## src/rtl/dm_arbiter_pkg.sv

```systemverilog
// Shared constants for the data-memory arbiter.
//   dm_arb_state_t : arbiter FSM encoding
//   DM_PORT_CPU    : grant index of the CPU load/store port (port 0)
//   DM_PORT_DBG    : grant index of the loader/debug port (port 1)
package dm_arbiter_pkg;

   typedef enum logic [1:0] {
      ARB_IDLE   = 2'd0,
      ARB_ACCESS = 2'd1,
      ARB_RESP   = 2'd2
   } dm_arb_state_t;

   localparam logic DM_PORT_CPU = 1'b0;
   localparam logic DM_PORT_DBG = 1'b1;

endpackage

```

## src/rtl/dm_arb_rr_pick.sv

```systemverilog
// Combinational two-way round-robin pick.
//   req[1:0]    in  : request per port
//   last_grant  in  : port granted most recently
//   grant_valid out : at least one request present
//   grant_idx   out : winning port; a lone requester wins, a tie goes to
//                     the port that was not granted last
module dm_arb_rr_pick
   import dm_arbiter_pkg::*;
(
   input  logic [1:0] req,
   input  logic       last_grant,
   output logic       grant_valid,
   output logic       grant_idx
);

   always_comb begin
      grant_valid = |req;
      grant_idx   = DM_PORT_CPU;
      if (req == 2'b10) begin
         grant_idx = DM_PORT_DBG;
      end else if (req == 2'b11) begin
         grant_idx = ~last_grant;
      end
   end

endmodule

```

## src/rtl/dm_arbiter.sv

```systemverilog
// Two-port round-robin arbiter in front of the single data memory.
// Port 0 is the CPU load/store path, port 1 the loader/debug port. One
// transaction is in flight at a time; ACK/RDATA are registered per port.
// Ports:
//   CLK, RESET_N                 clock, async active-low reset
//   REQn/WEn/ADDRn/WDATAn        request side of port n (held while REQn)
//   ACKn/RDATAn                  one-cycle completion pulse, read data
//   DM_EN/DM_WE/DM_ADDR/DM_WDATA registered memory command
//   DM_RDATA/DM_READY            memory response
//   BUSY                         arbiter not idle
//   ERR                          watchdog abort, coincident with ACKn
// Build option: define DM_ARB_WATCHDOG_EN to abort an ACCESS that sees no
// DM_READY within WDOG_CYCLES cycles. Without it ACCESS waits forever and
// ERR stays 0.
//
// state      | meaning
// -----------+------------------------------------------------------
// ARB_IDLE   | no transaction; pick a winner when any REQ is high
// ARB_ACCESS | DM_EN high with latched command, wait for DM_READY
// ARB_RESP   | ACK pulse to the granted port, memory released
module dm_arbiter
   import dm_arbiter_pkg::*;
#(
   parameter int ADDR_W      = 19,
   parameter int DATA_W      = 19,
   parameter int WDOG_CYCLES = 16
) (
   input  logic              CLK,
   input  logic              RESET_N,
   input  logic              REQ0,
   input  logic              WE0,
   input  logic [ADDR_W-1:0] ADDR0,
   input  logic [DATA_W-1:0] WDATA0,
   output logic              ACK0,
   output logic [DATA_W-1:0] RDATA0,
   input  logic              REQ1,
   input  logic              WE1,
   input  logic [ADDR_W-1:0] ADDR1,
   input  logic [DATA_W-1:0] WDATA1,
   output logic              ACK1,
   output logic [DATA_W-1:0] RDATA1,
   output logic              DM_EN,
   output logic              DM_WE,
   output logic [ADDR_W-1:0] DM_ADDR,
   output logic [DATA_W-1:0] DM_WDATA,
   input  logic [DATA_W-1:0] DM_RDATA,
   input  logic              DM_READY,
   output logic              BUSY,
   output logic              ERR
);

   dm_arb_state_t     state, state_d;
   logic              grant_valid, grant_idx;
   logic              last_grant, gnt_q;
   logic              we_q;
   logic [ADDR_W-1:0] addr_q;
   logic [DATA_W-1:0] wdata_q;
   logic              sel_we;
   logic [ADDR_W-1:0] sel_addr;
   logic [DATA_W-1:0] sel_wdata;
   logic              latch_en, rd_cap, abort, wdog_expire;
   logic              dm_en_q, dm_we_q, ack0_q, ack1_q, err_q, busy_q;
   logic [DATA_W-1:0] rdata0_q, rdata1_q;

   dm_arb_rr_pick u_pick (
      .req         ({REQ1, REQ0}),
      .last_grant  (last_grant),
      .grant_valid (grant_valid),
      .grant_idx   (grant_idx)
   );

   assign sel_we    = (grant_idx == DM_PORT_DBG) ? WE1    : WE0;
   assign sel_addr  = (grant_idx == DM_PORT_DBG) ? ADDR1  : ADDR0;
   assign sel_wdata = (grant_idx == DM_PORT_DBG) ? WDATA1 : WDATA0;

`ifdef DM_ARB_WATCHDOG_EN
   localparam int WDOG_W = $clog2(WDOG_CYCLES + 1);
   // Counter holds (ACCESS cycles elapsed - 1); terminal value marks the last allowed cycle.
   localparam logic [WDOG_W-1:0] WDOG_TC = WDOG_W'(WDOG_CYCLES - 1);
   logic [WDOG_W-1:0] wdog_cnt;

   always_ff @(posedge CLK or negedge RESET_N) begin
      if (!RESET_N) begin
         wdog_cnt <= '0;
      end else if (latch_en) begin
         wdog_cnt <= '0;
      end else if (state == ARB_ACCESS) begin
         wdog_cnt <= wdog_cnt + WDOG_W'(1);
      end
   end

   assign wdog_expire = (state == ARB_ACCESS) && (wdog_cnt == WDOG_TC);
`else
   assign wdog_expire = 1'b0;
`endif

   always_ff @(posedge CLK or negedge RESET_N) begin
      if (!RESET_N) begin
         state <= ARB_IDLE;
      end else begin
         state <= state_d;
      end
   end

   always_comb begin
      state_d  = state;
      latch_en = 1'b0;
      rd_cap   = 1'b0;
      abort    = 1'b0;
      case (state)
         ARB_IDLE: begin
            if (grant_valid) begin
               latch_en = 1'b1;
               state_d  = ARB_ACCESS;
            end
         end
         ARB_ACCESS: begin
            // A READY on the terminal watchdog cycle completes normally.
            if (DM_READY) begin
               rd_cap  = ~we_q;
               state_d = ARB_RESP;
            end else if (wdog_expire) begin
               abort   = 1'b1;
               state_d = ARB_RESP;
            end
         end
         ARB_RESP: state_d = ARB_IDLE;
         default:  state_d = ARB_IDLE;
      endcase
   end

   // All memory/handshake outputs come straight from flops, computed from state_d.
   always_ff @(posedge CLK or negedge RESET_N) begin
      if (!RESET_N) begin
         last_grant <= DM_PORT_DBG;
         gnt_q      <= DM_PORT_CPU;
         we_q       <= 1'b0;
         addr_q     <= '0;
         wdata_q    <= '0;
         dm_en_q    <= 1'b0;
         dm_we_q    <= 1'b0;
         ack0_q     <= 1'b0;
         ack1_q     <= 1'b0;
         err_q      <= 1'b0;
         busy_q     <= 1'b0;
         rdata0_q   <= '0;
         rdata1_q   <= '0;
      end else begin
         dm_en_q <= (state_d == ARB_ACCESS);
         busy_q  <= (state_d != ARB_IDLE);
         ack0_q  <= (state_d == ARB_RESP) && (gnt_q == DM_PORT_CPU);
         ack1_q  <= (state_d == ARB_RESP) && (gnt_q == DM_PORT_DBG);
         err_q   <= abort;
         if (latch_en) begin
            gnt_q      <= grant_idx;
            last_grant <= grant_idx;
            we_q       <= sel_we;
            addr_q     <= sel_addr;
            wdata_q    <= sel_wdata;
            dm_we_q    <= sel_we;
         end else if (state_d != ARB_ACCESS) begin
            dm_we_q    <= 1'b0;
         end
         if (rd_cap || abort) begin
            if (gnt_q == DM_PORT_CPU) begin
               rdata0_q <= abort ? '0 : DM_RDATA;
            end else begin
               rdata1_q <= abort ? '0 : DM_RDATA;
            end
         end
      end
   end

   assign DM_EN    = dm_en_q;
   assign DM_WE    = dm_we_q;
   assign DM_ADDR  = addr_q;
   assign DM_WDATA = wdata_q;
   assign ACK0     = ack0_q;
   assign ACK1     = ack1_q;
   assign RDATA0   = rdata0_q;
   assign RDATA1   = rdata1_q;
   assign BUSY     = busy_q;
   assign ERR      = err_q;

endmodule

```

## config.mk

```make
export PLATFORM = sky130hd
export DESIGN_NAME = dm_arbiter
export DESIGN_NICKNAME = d
export VERILOG_FILES = /design/src/rtl/dm_arbiter_pkg.sv /design/src/rtl/dm_arb_rr_pick.sv /design/src/rtl/dm_arbiter.sv
export SDC_FILE = /design/constraint.sdc
export NUM_CORES = 1
export LEC_CHECK = 0
export ABC_AREA = 0
export CORE_MARGIN = 2
export CORE_UTILIZATION = 35
export DETAILED_ROUTE_END_ITERATION = 7
export PLACE_DENSITY = 0.71
export SKIP_CTS_REPAIR_TIMING = 1
export SKIP_LAST_GASP = 1
export SLEW_MARGIN = 20
export SYNTH_ARGS = -nofsm -noshare
export SYNTH_HDL_FRONTEND = slang
export SYNTH_SLANG_ARGS = --single-unit
```

## constraint.sdc

```tcl
create_clock -name CLK -period 1.96 [get_ports CLK]
set_input_delay 0.392 -clock CLK [delete_from_list [all_inputs] [get_ports CLK]]
set_output_delay 0.392 -clock CLK [all_outputs]
set_load 0.005 [all_outputs]
```

Word-level counts from Yosys, hierarchy flattened --
Cells that the tools add are included.
Operators by class: eq/ne operators 6, muxes and demuxes 14, bitwise operators 3, reductions and logical operators 8
Operators by type and width (number):
- $mux 19 | 2
- $mux 1 | 9
- $eq 2x2->1 const B | 3
- $eq 2x1->1 const B | 2
- $mux 2 | 2
- $pmux 2 s2 | 1
- $reduce_and 2->1 | 2
- $reduce_bool 2->1 | 2
- $not 1->1 | 3
- $logic_and 1x1->1 | 2
- $logic_not 2->1 | 1
- $ne 2x1->1 const B | 1
- $reduce_or 2->1 | 1
Storage, ports and cells: register bits 86, input port bits 102, logic and storage cells 44

Longest topological paths before layout --
Gate-level depths: netlist (run 1).
word-level depth 6, depth in mapped cells 4

Hierarchy --
A second synthesis (run 1) with hierarchy kept.
Unflattened totals: cells, all modules 283, area, all modules 3599.7 sq um
Modules (own cells, without submodules):
- dm_arbiter | instances 1, cells each 281, area each 3585.9 sq um, sequential area each 2153.3 sq um
- dm_arb_rr_pick | instances 1, cells each 2, area each 13.8 sq um, sequential area each 0.0 sq um

Worst setup path before layout (run 1) --
Ideal clock, no wire load.
path kind flip-flop to flip-flop, start register state[1], end register rdata0_q[10] (netlist: RDATA0[10]), data arrival time 1472 ps, setup slack 363 ps, stages on the path, launching flop included 5, buffers on the path 1, cells stage by stage dfrtp_1 -> nand3b_2 -> nor3_4 -> buf_8 -> mux2_2
On the way: word-level cells in the longest chain between the ends 3
Ends and longest elaborated chain:
- start: declaration | RTL line dm_arbiter.sv:52 | dm_arb_state_t state, state_d;
- start signal: assignment | RTL line dm_arbiter.sv:101 | state <= state_d;
- $eq 2x1->1 | RTL line dm_arbiter.sv:110 | case (state)
- $mux 1 | RTL line dm_arbiter.sv:110
- $reduce_and 2->1 (no source line)
- end signal: assignment | RTL line dm_arbiter.sv:166 | rdata0_q <= abort ? '0 : DM_RDATA;
- end: declaration | RTL line dm_arbiter.sv:63 | logic [DATA_W-1:0] rdata0_q, rdata1_q;
No other way between the ends. A chain may end at the register's enable or synchronous reset.

Worst setup path after layout (run 1) --
start input REQ1, end register addr_q[1] (netlist: DM_ADDR[1])
On the way: word-level cells in the longest chain between the ends 4, elaborated cells between the ends (all ways) 8
Ends and longest elaborated chain:
- start: declaration | RTL line dm_arbiter.sv:36 | input logic REQ1,
- $eq 2x2->1 | RTL line dm_arb_rr_pick.sv:21 | end else if (req == 2'b11) begin
- $mux 1 | RTL line dm_arb_rr_pick.sv:21
- $mux 1 | RTL line dm_arb_rr_pick.sv:19 | if (req == 2'b10) begin
- $mux 19 | RTL line dm_arbiter.sv:73 | assign sel_addr = (grant_idx == DM_PORT_DBG) ? ADDR1 : ADDR0;
- end signal: assignment | RTL line dm_arbiter.sv:158 | addr_q <= sel_addr;
- end: declaration | RTL line dm_arbiter.sv:56 | logic [ADDR_W-1:0] addr_q;
Several ways; a longest one is shown, not always the timed one.

==> results of run 1 <==
-- worst reg2reg max path: stages (launching register included) --
cell,delay [ns]
dfstp_2,0.56
a21bo_2,0.20
buf_12,0.19
mux2_2,0.36
mux2_2,0.26
-- where the power goes --
part / switching (mW) / internal [mW]
combinational: 1.15 / 2.63
sequential: 0.461 / 2.66
clock: 0.649 / 0.633
total: 2.26 / 5.93
-- logic make-up after synthesis --
kind of cell,Yosys count,share of synthesized area
flip-flops,86,0.580
AO/OA/AOI/OAI,8,0.0142
other,1,0.00101
AND/OR/NAND/NOR,11,0.0249
buffers and inverters,13,0.0286
multiplexers,116,0.351
-- area by class of cell --
type / count / area (sq um) / area share
tap: 136 / 170 / 0.0284
inverter: 2 / 7.51 / 0.00125
sequential: 86 / 2150 / 0.360
multi-input combinational: 136 / 1460 / 0.244
timing repair buffer: 194 / 1990 / 0.332
clock inverter: 6 / 68.8 / 0.0115
clock buffer: 10 / 138 / 0.0230
-- metal layers --
metal	global-route usage	wire (um)	vias to the layer above
li1	-	-	1222
met1	0.203	3930	1282
met2	0.275	4470	118
met3	0.0602	939	9
met4	0.0473	97	0
met5	0	0	-
-- final timing paths --
check / start / to / slack, ns / depth (start not counted)
worst max-delay path: REQ1 / DM_ADDR[1]$_DFFE_PN0P_ / 0.28 / 5
worst min-delay path: RDATA1[4]$_DFFE_PN0P_ / RDATA1[4]$_DFFE_PN0P_ / 0.51 / 1
worst max register to register: last_grant$_DFFE_PN1P_ / DM_ADDR[1]$_DFFE_PN0P_ / 0.28 / 4
worst min register to register: RDATA1[4]$_DFFE_PN0P_ / RDATA1[4]$_DFFE_PN0P_ / 0.51 / 1
max in group asynchronous: RESET_N / last_grant$_DFFE_PN1P_ / 0.76 / 3
min in group asynchronous: RESET_N / DM_WDATA[0]$_DFFE_PN0P_ / 0.52 / 2
-- cell usage in the layout (no fill, tap or decap), drive strengths merged, types with 2 or more instances in the layout --
master	netlist	layout
buf	11	12
clkbuf	0	10
clkdlybuf4s50	0	181
clkinv	0	2
dfrtp	85	85
inv	2	4
mux2	114	114
mux2i	2	2
nand3b	2	2
nor2	2	2
nor3	2	2
o21ai	4	4
-- registers in the layout (all words and copies together) (netlist names) --
register,count
ACK0,1
ACK1,1
BUSY,1
DM_ADDR,19
DM_EN,1
DM_WDATA,19
DM_WE,1
RDATA0,19
RDATA1,19
gnt_q,1
last_grant,1
state,2
we_q,1
-- stage by stage --
step                setup WS [ns]  setup TNS [ns]  total power [mW]  cell area, sq um
CTS                         0.278               0              8.35              5970
finish                      0.278               0              8.19              5980
global route                0.242               0              8.72              5980
floorplan                   0.363               0              4.65              3710
global placement          -0.0821           -2.08              6.92              5770
detailed placement        -0.0752           -2.00              7.01              5770
==> results.py, run 1 <==
metrics = {
    "timing": {
        "grt_setup_unrepaired": "no",
        "layout_worst_path_cycle_share": 0.858,
        "hold_viol_final": 0,
        "report.final.setup_viol": 0,
        "achievable-frequency_ghz": 0.594,
        "finClkSkew_ns": 0.0153,
        "finalMaxSlewViolations": 0,
        "hold_slack_ns": 0.508,
        "post-route-min-period_ns": 1.68,
    },
    "place": {
        "globalplace.congestion": 0.714,
        "final_hpwl_dp_mm": 7.04,
        "buffer_ports.inserted": 182,
        "dp.cells": 553,
    },
    "detailed_routing": {
        "routed_wirelength_mm": 9.44,
        "antenna_violating_nets_post_route": 0,
        "drt_first_pass_iters": 4,
        "drc_errors": 0,
        "average_routed_wire_per_standard_cell_um": 16.6,
        "drt-initial-drc-count": 58,
        "viasPerCell": 4.62,
        "total_via_count_after_detailed_routing": 2631,
    },
    "layout": {
        "design.final.nets": 531,
        "diode_insertion_count_for_antenna_repair": 0,
        "fillCellCount": 854,
        "layout-drive-gt1-share": 0.341,
        "final-instance-count-excl-fill": 570,
        "final_core_util": 0.580,
        "synthToLayoutAreaGrowth_pct": 61.2,
    },
    "clock_tree": {
        "root_buf_cell": "clkbuf_8",
        "clk_path_buf_depth": 2,
        "cts_tree": "built",
        "clock_sinks": 86,
        "cts.clk_slew.worst_paths_ns": 0.09,
        "cts.htree.levels": 3,
        "clock_insertion_delay_at_the_later_pin_of_the_skew_report_ns": 0.35,
        "total_cts_buffers": 9,
    },
    "power": {
        "max-vdd-ir-drop_mv": 0.641,
        "leakage_nw": 2.48,
        "power_density_mw_per_mm2": 1370,
    },
    "flow_run": {
        "maxCapViolCount": 0,
    },
    "floorplanning": {
        "total_number_of_placement_rows": 37,
        "die_h_um": 107,
        "die_outline_area_sq_mm": 0.0114,
        "initial_standard_cell_utilization_of_the_core": 0.360,
        "chipWidth_um": 107,
        "num_io_pins": 184,
        "core_area_sq_mm": 0.0103,
    },
    "synth": {
        "synth_flop_cell": "dfrtp_1",
        "async_flop_share": 1.00,
        "synthCells": 235,
        "synthMostInstantiatedCell": "mux2_2",
        "post_syn_area_per_cell_sq_um": 15.8,
        "synth-edff-count": 0,
        "ys_types": 26,
        "synth.yosys.seq_area_share": 0.580,
        "synth.cell_area_sq_mm": 0.00371,
        "most_frequent_cells_after_synthesis": "114 x mux2_2, 85 x dfrtp_1, 5 x buf_6",
        "total_of_flip_flops_plus_latches_after_synthesis": 86,
        "netlist.top_cell.by_area": "dfrtp_1",
        "ys_warn_count": 0,
        "synth_nets": 337,
        "netlist.area_leader.share": 0.573,
        "synth.top_cells.by_area": "dfrtp_1 57%, mux2_2 35%, buf_6 1.5%",
    },
    "worst_setup_path": {
        "startpoint_type": "primary input",
        "critPathCaptureType": "flop",
        "crit_slowest_cell": "clkdlybuf4s50_1",
        "critical_path.max_fanout": 21,
        "slowest_delay_ns": 0.44,
        "crit_required_ns": 2.19,
        "critical_path.cell_chain": "clkdlybuf4s50_1, a21bo_2, buf_12, mux2_2, mux2_2",
        "path_common_cell": "mux2_2",
        "crit_type": "in2reg",
        "arrival_time_of_the_worst_setup_path_ns": 1.91,
        "crit_buf_inv": 2,
        "critical_path.top_delay_family": "buffers and inverters",
    },
    "min_path": {
        "hold_path.class": "reg2reg",
    },
    "global_route": {
        "grt_pass1_wl_mm": 14.6,
        "grt_antenna_before_repair": 0,
        "grt_usage": 0.166,
        "grt_start_max_net_pins": 54,
        "grt_overflow_total": 0,
        "number_of_global_route_vias_before_repair": 2794,
    },
    "status": {
        "status": "completed",
    },
}
(Power assumes the default switching activity.)
==> run 2, diff against run 1 <==
CTS_CLUSTER_SIZE = 20   (was unset)
==> results of run 2 <==
No change in the layout: final DEF, timing and power equal those of run 1.
